$ cat src/rtl/linebuf_window9_pkg.sv
// Shared defaults and types for the 9x9 streaming window generator.
// The top exposes these as overridable parameters so smaller geometries can be built.
package linebuf_pkg;

  localparam int PIX_W  = 7;
  localparam int WIN    = 9;
  localparam int IMG_W  = 28;
  localparam int IMG_H  = 28;
  localparam int N_TAPS = WIN * WIN;

  typedef logic [PIX_W-1:0] pix_t;

  // Flat tap number of window row r, column c (row 0 oldest, column 0 oldest).
  function automatic int tapIndex(input int r, input int c, input int win);
    return r * win + c;
  endfunction

endpackage

$ cat src/rtl/linebuf_window9_line_fifo.sv
// One image-line delay: a circular buffer whose single pointer serves both the read and
// the write, so the output is always the pixel written DEPTH accepts earlier.
module line_fifo #(
  parameter int DEPTH = linebuf_pkg::IMG_W,
  parameter int PIX_W = linebuf_pkg::PIX_W
) (
  input  logic             clk_i,
  input  logic             rst_ni,
  input  logic             en_i,
  input  logic [PIX_W-1:0] pix_i,
  output logic [PIX_W-1:0] pix_o
);

  localparam int PTR_W = (DEPTH > 1) ? $clog2(DEPTH) : 1;
  localparam logic [PTR_W-1:0] PTR_LAST = PTR_W'(DEPTH - 1);

  logic [PIX_W-1:0] mem_q [DEPTH];
  logic [PTR_W-1:0] ptr_q;
  logic [PTR_W-1:0] ptr_d;

  always_comb begin
    ptr_d = ptr_q;
    if (en_i) begin
      ptr_d = (ptr_q == PTR_LAST) ? '0 : ptr_q + 1'b1;
    end
  end

  always_ff @(posedge clk_i) begin
    if (!rst_ni) begin
      ptr_q <= '0;
    end else begin
      ptr_q <= ptr_d;
    end
  end

  // Storage is deliberately never cleared; the window valid gating hides stale lines.
  always_ff @(posedge clk_i) begin
    if (en_i) begin
      mem_q[ptr_q] <= pix_i;
    end
  end

  assign pix_o = mem_q[ptr_q];

endmodule

$ cat src/rtl/linebuf_window9.sv
// Raster-order pixel stream in, every complete stride-1 WIN x WIN window out as a flat
// 81-tap bus with a one-cycle valid pulse and its top-left coordinate.
module linebuf_window9 #(
  parameter int PIX_W = linebuf_pkg::PIX_W,
  parameter int WIN   = linebuf_pkg::WIN,
  parameter int IMG_W = linebuf_pkg::IMG_W,
  parameter int IMG_H = linebuf_pkg::IMG_H
) (
  input  logic                       clk,
  input  logic                       rst_n,
  input  logic                       in_valid,
  input  logic                       in_sof,
  input  logic [PIX_W-1:0]           in_pix,
  output logic                       win_valid,
  output logic [WIN*WIN*PIX_W-1:0]   win_flat,
  output logic [$clog2(IMG_H)-1:0]   win_row,
  output logic [$clog2(IMG_W)-1:0]   win_col,
  output logic                       frame_done
);

  import linebuf_pkg::*;

  localparam int ROW_W = $clog2(IMG_H);
  localparam int COL_W = $clog2(IMG_W);
  localparam int TAPS  = WIN * WIN;

  localparam logic [ROW_W-1:0] ROW_LAST = ROW_W'(IMG_H - 1);
  localparam logic [COL_W-1:0] COL_LAST = COL_W'(IMG_W - 1);
  localparam logic [ROW_W-1:0] ROW_MIN  = ROW_W'(WIN - 1);
  localparam logic [COL_W-1:0] COL_MIN  = COL_W'(WIN - 1);

  logic             accept;
  logic [ROW_W-1:0] curRow;
  logic [COL_W-1:0] curCol;
  logic             windowHit;
  logic             lastPix;

  logic [ROW_W-1:0] rowCnt_q, rowCnt_d;
  logic [COL_W-1:0] colCnt_q, colCnt_d;

  logic [PIX_W-1:0] fifoIn  [WIN-1];
  logic [PIX_W-1:0] fifoOut [WIN-1];
  logic [PIX_W-1:0] newCol  [WIN];

  logic [PIX_W-1:0] win_q [TAPS];
  logic [PIX_W-1:0] win_d [TAPS];

  logic             winValid_q, winValid_d;
  logic             frameDone_q, frameDone_d;
  logic [ROW_W-1:0] winRow_q, winRow_d;
  logic [COL_W-1:0] winCol_q, winCol_d;

  assign accept = in_valid & rst_n;

  // A start-of-frame beat is treated as pixel (0,0) whatever the counters say.
  always_comb begin
    curRow    = in_sof ? '0 : rowCnt_q;
    curCol    = in_sof ? '0 : colCnt_q;
    windowHit = accept && (curRow >= ROW_MIN) && (curCol >= COL_MIN);
    lastPix   = accept && (curRow == ROW_LAST) && (curCol == COL_LAST);
  end

  always_comb begin
    rowCnt_d = rowCnt_q;
    colCnt_d = colCnt_q;
    if (accept) begin
      if (curCol == COL_LAST) begin
        colCnt_d = '0;
        rowCnt_d = (curRow == ROW_LAST) ? '0 : curRow + 1'b1;
      end else begin
        colCnt_d = curCol + 1'b1;
        rowCnt_d = curRow;
      end
    end
  end

  for (genvar g = 0; g < WIN - 1; g++) begin : gLine
    if (g == 0) begin : gHead
      assign fifoIn[g] = in_pix;
    end else begin : gChain
      assign fifoIn[g] = fifoOut[g-1];
    end

    line_fifo #(
      .DEPTH (IMG_W),
      .PIX_W (PIX_W)
    ) uLine (
      .clk_i  (clk),
      .rst_ni (rst_n),
      .en_i   (accept),
      .pix_i  (fifoIn[g]),
      .pix_o  (fifoOut[g])
    );

    // Deeper FIFOs hold older lines, so they land nearer the top of the column.
    assign newCol[WIN-2-g] = fifoOut[g];
  end

  assign newCol[WIN-1] = in_pix;

  always_comb begin
    for (int i = 0; i < TAPS; i++) begin
      win_d[i] = win_q[i];
    end
    if (accept) begin
      for (int r = 0; r < WIN; r++) begin
        for (int c = 0; c < WIN - 1; c++) begin
          win_d[tapIndex(r, c, WIN)] = win_q[tapIndex(r, c + 1, WIN)];
        end
        win_d[tapIndex(r, WIN - 1, WIN)] = newCol[r];
      end
    end
  end

  always_comb begin
    winValid_d  = windowHit;
    frameDone_d = lastPix;
    winRow_d    = windowHit ? curRow - ROW_MIN : winRow_q;
    winCol_d    = windowHit ? curCol - COL_MIN : winCol_q;
  end

  always_ff @(posedge clk) begin
    if (!rst_n) begin
      rowCnt_q    <= '0;
      colCnt_q    <= '0;
      winValid_q  <= 1'b0;
      frameDone_q <= 1'b0;
      winRow_q    <= '0;
      winCol_q    <= '0;
      for (int i = 0; i < TAPS; i++) begin
        win_q[i] <= '0;
      end
    end else begin
      rowCnt_q    <= rowCnt_d;
      colCnt_q    <= colCnt_d;
      winValid_q  <= winValid_d;
      frameDone_q <= frameDone_d;
      winRow_q    <= winRow_d;
      winCol_q    <= winCol_d;
      for (int i = 0; i < TAPS; i++) begin
        win_q[i] <= win_d[i];
      end
    end
  end

  for (genvar t = 0; t < TAPS; t++) begin : gFlat
    assign win_flat[t*PIX_W +: PIX_W] = win_q[t];
  end

  assign win_valid  = winValid_q;
  assign frame_done = frameDone_q;
  assign win_row    = winRow_q;
  assign win_col    = winCol_q;

endmodule

$ cat config.mk
export PLATFORM = sky130hd
export DESIGN_NAME = linebuf_window9
export DESIGN_NICKNAME = d
export VERILOG_FILES = /design/src/rtl/linebuf_window9_pkg.sv /design/src/rtl/linebuf_window9_line_fifo.sv /design/src/rtl/linebuf_window9.sv
export SDC_FILE = /design/constraint.sdc
export NUM_CORES = 2
export LEC_CHECK = 0
export ABC_AREA = 1
export CORE_UTILIZATION = 45
export DETAILED_ROUTE_END_ITERATION = 6
export DONT_BUFFER_PORTS = 1
export RECOVER_POWER = 100
export REMOVE_ABC_BUFFERS = 1
export SLEW_MARGIN = 10
export SYNTH_ARGS = -nofsm -noshare
export SYNTH_HDL_FRONTEND = slang
export SYNTH_HIERARCHICAL = 1
export SYNTH_SLANG_ARGS = --single-unit
export TNS_END_PERCENT = 30
$ cat constraint.sdc
create_clock -name clk -period 2.1 [get_ports clk]
set_clock_uncertainty 0.05 [all_clocks]
set_input_delay 0.315 -clock clk [delete_from_list [all_inputs] [get_ports clk]]
set_output_delay 0.315 -clock clk [all_outputs]
set_load 0.03 [all_outputs]
==> impl_metrics.json <==
{
  "dieHeight_um": 448.4,
  "grt_pass1_vias": 62100,
  "grt_max_degree": 454,
  "critical-path-top-delay-family": "buffers and inverters",
  "timing.reg2reg.worst_path_depth": 11,
  "leakagePower_nw": 41.62,
  "timing.final.hold_violations": 0,
  "async_reset_ff_frac": 0,
  "area_growth_syn_to_layout_pct": 20.02,
  "hold_path_depth": 3,
  "synth_top_area_frac": 0.5252,
  "drive_above_1_share": 0.1036,
  "final_replace_weighted_congestion": 0.8580,
  "synth_area_leader_cell": "edfxtp_1",
  "die-area_mm2": 0.2010,
  "power_density_mw_per_mm2": 942.7,
  "design.core.area_mm2": 0.1976,
  "nets": 9374,
  "hp-class": "input pin to flop",
  "wirelength_routed_um": 245500,
  "ys_ff_latch": 2237,
  "gr_overflow_total": 0,
  "fin_crit_sh": 1.166,
  "detail_route.drc_violations": 6,
  "vias_per_cell": 5.281,
  "number_of_buffers_inserted_by_port_buffering": 0,
  "fmaxAchievable_mhz": 408.4,
  "utilization": 0.5445,
  "finalSetupViolations": 1602,
  "firstDrtPassIters": 7,
  "cts_root_buffer": "clkbuf_16",
  "worst_pin_slew_ns": 1.810,
  "power.total_mw": 101.4,
  "global_router_s_overall_resource_usage": 0.2311,
  "synth.cell_area_mm2": 0.08966,
  "final.setup.tns_ns": -283.50,
  "worst_ep_required_time_ns": 2.83,
  "clk_pin_slew_worst_paths_ns": 0.06,
  "timing.critical_path.buf_inv": 6,
  "cts_buffers": 228,
  "synth_flop_cell": "edfxtp_1",
  "initial_antenna_violation_count": 5,
  "dp_worst_setup_slack_ns": -0.04005,
  "placedCellCount": 11370,
  "ys.warnings.count": 6,
  "worst_setup_path_end_kind": "flop",
  "post_synth.cell_area_avg_um2": 10.36,
  "netlist_top_cells_area": "edfxtp_1 (53%), dfxtp_1 (15%), nand2_1 (8.1%)",
  "ctsLongestPathBuffers": 3,
  "cts_tree": "yes",
  "timing.critical_path.slowest_stage_cell": "buf_12",
  "maxCapViolations": 7,
  "floorplan.io_pins": 590,
  "violations": "DRC, capacitance limit, slew limit, setup timing",
  "timing_worst_setup_path_type": "input pin to flop",
  "clock_sink_count": 2237,
  "ys_seq_area_frac": 0.6745,
  "std_cell_rows": 163,
  "worstPathCellList": "buf_12 -> clkdlybuf4s25_1 -> nand2_1 -> clkinvlp_2 -> buf_4 -> nand2_1 -> clkbuf_1 -> o21ai_0 -> clkbuf_1 -> nor2_1",
  "crit_start": "in_valid",
  "report.final.slew_viol_count": 180,
  "worst-endpoint-arrival_ns": 3.18,
  "max_slew_headroom": -0.2066,
  "finalWorstSetupSlack_ns": -0.3489,
  "dpl.hpwl_um": 146700,
  "antenna_violating_nets_post_route": 0,
  "wire_length_of_the_first_global_routing_pass_um": 361500,
  "worst-path-max-fanout": 453,
  "finalNonFillerCells": 12170,
  "maximum_resistive_drop_on_vdd_mv": 0.9099,
  "synthDistinctLibCells": 38,
  "min_delay_worst_endpoint": "win_q[0][69]$_SDFFE_PN0P_",
  "detailroute.via_count": 64260,
  "clock_latency_ns": 0.89,
  "post_place_cell_area_mm2": 0.09632,
  "cts.htree.levels": 4,
  "wl_per_cell_um": 20.18,
  "syn-instance-count": 8657,
  "number_of_synthesized_flops_with_an_enable_pin": 1568,
  "start_util": 0.4537,
  "finalInstanceArea_mm2": 0.1076,
  "grt_setup_unrepaired": "yes",
  "timing.final.crit_period_ns": 2.449,
  "status": "finished with violations",
  "worstSetupStartpointType": "input pin",
  "setup.reg_to_reg.worst_slack_ns": 0,
  "max_stage_delay_ns": 0.41,
  "rr_endpoint": "win_q[1][90]$_SDFFE_PN0P_",
  "drt_iter0_markers": 5624,
  "fin_worst_hold_slack_ns": 0.07848,
  "hold_path_startpoint": "rst_n",
  "floorplan.die.width_um": 448.4
}
[logic make-up after synthesis]
| group | synth area share |
|---|---|
| flops | 0.6745 |
| fa+ha+maj | 0.006280 |
| buf+inv | 0.06468 |
| compound gates | 0.07019 |
| simple gates | 0.1830 |
| xor+xnor | 0.001270 |
[worst reg2reg max path: stages, from the launching register on]
cell	delay, ns
dfxtp_4	0.38
inv_6	0.12
buf_12	0.19
o21ai_0	0.09
o21ai_0	0.28
nand2_1	0.12
nand2_1	0.08
nand2_1	0.06
nand2_2	0.07
buf_6	0.28
nor2_1	0.13
a211oi_1	0.16
[per-layer routing]
metal | vias up | global-route usage | share of wire
met1 | 31210 | 0.2955 | 0.41
li1 | 30550 | - | -
met3 | 472 | 0.03610 | 0.056
met2 | 2027 | 0.3969 | 0.50
met4 | 4 | 0.08169 | 0.034
met5 | - | 0 | 0.00014
[worst max-delay path by stage]
| stage | end | cells after the start |
|---|---|---|
| after global placement | gLine[0].uLine/mem_q[24][1]$_DFFE_PP_ | 6 |
| final | gLine[2].uLine/ptr_q[3]$_SDFFE_PN0P_ | 10 |
| after global routing | win_q[1][22]$_SDFFE_PN0P_ | 12 |
| after CTS | win_q[1][85]$_SDFFE_PN0P_ | 13 |
| after detailed placement | gLine[4].uLine/mem_q[22][5]$_DFFE_PP_ | 6 |
| after floorplan | win_q[0][105]$_SDFFE_PN0P_ | 2 |
[final cells by class]
class	count	area (um^2)
Clock inverter	103	1015
Timing Repair Buffer	945	9580
Sequential cell	2237	60510
Clock buffer	334	6714
Inverter	740	2831
Fill cell	17070	90010
Tap cell	2640	3303
Antenna cell	2	5.005
Multi-Input combinational cell	5166	23650
[what timing repair did]
item,4_1_cts,5_1_grt
resized for setup,4,137
pin swaps,0,13
endpoints found under the hold margin,621,0
setup endpoints to repair,6,580
setup buffers,0,15
hold buffers,309,0
cloned,0,38
[power by group]
group	switching [mW]	internal (mW)
Sequential	2.28	48.8
Combinational	5.73	3.52
Clock	17.3	23.8
[cells in the mapped netlist, types with 10 or more instances]
| cell | count |
|---|---|
| a211oi_1 | 252 |
| a21oi_1 | 279 |
| buf_1 | 17 |
| buf_2 | 155 |
| buf_4 | 49 |
| buf_6 | 93 |
| clkbuf_1 | 197 |
| dfxtp_1 | 669 |
| edfxtp_1 | 1568 |
| ha_1 | 45 |
| inv_1 | 713 |
| inv_2 | 18 |
| nand2_1 | 1931 |
| nand3_1 | 972 |
| nand4_1 | 10 |
| nor2_1 | 1012 |
| nor3_1 | 25 |
| o211ai_1 | 22 |
| o21ai_0 | 453 |
| o21ai_1 | 100 |
| or2_2 | 22 |
| xor2_1 | 13 |
[cells in the final DEF (no fill, tap or decap), types with 34 or more instances in the layout]
cell and n:
nor2_1 1009, a211oi_1 247, inv_1 712, buf_4 129, clkinv_2 40, dfxtp_1 653
nand3_1 954, o21ai_1 111, clkbuf_16 275, clkbuf_2 140, a21oi_1 279, buf_12 149
clkbuf_1 214, nand2_2 34, dlygate4sd3_1 297, o21ai_0 442, edfxtp_1 1568, nand2_1 1890
clkbuf_8 36, ha_1 45
[flip-flops by register name, indices dropped and copies added, names as in the netlist, named ones only]
name / cells
win_q: 567
gLine.uLine/ptr_q: 40
frame_done: 1
win_valid: 1
win_row: 5
colCnt_q: 5
gLine.uLine/mem_q: 1568
win_col: 5
rowCnt_q: 5
(Power assumes the default switching activity.)
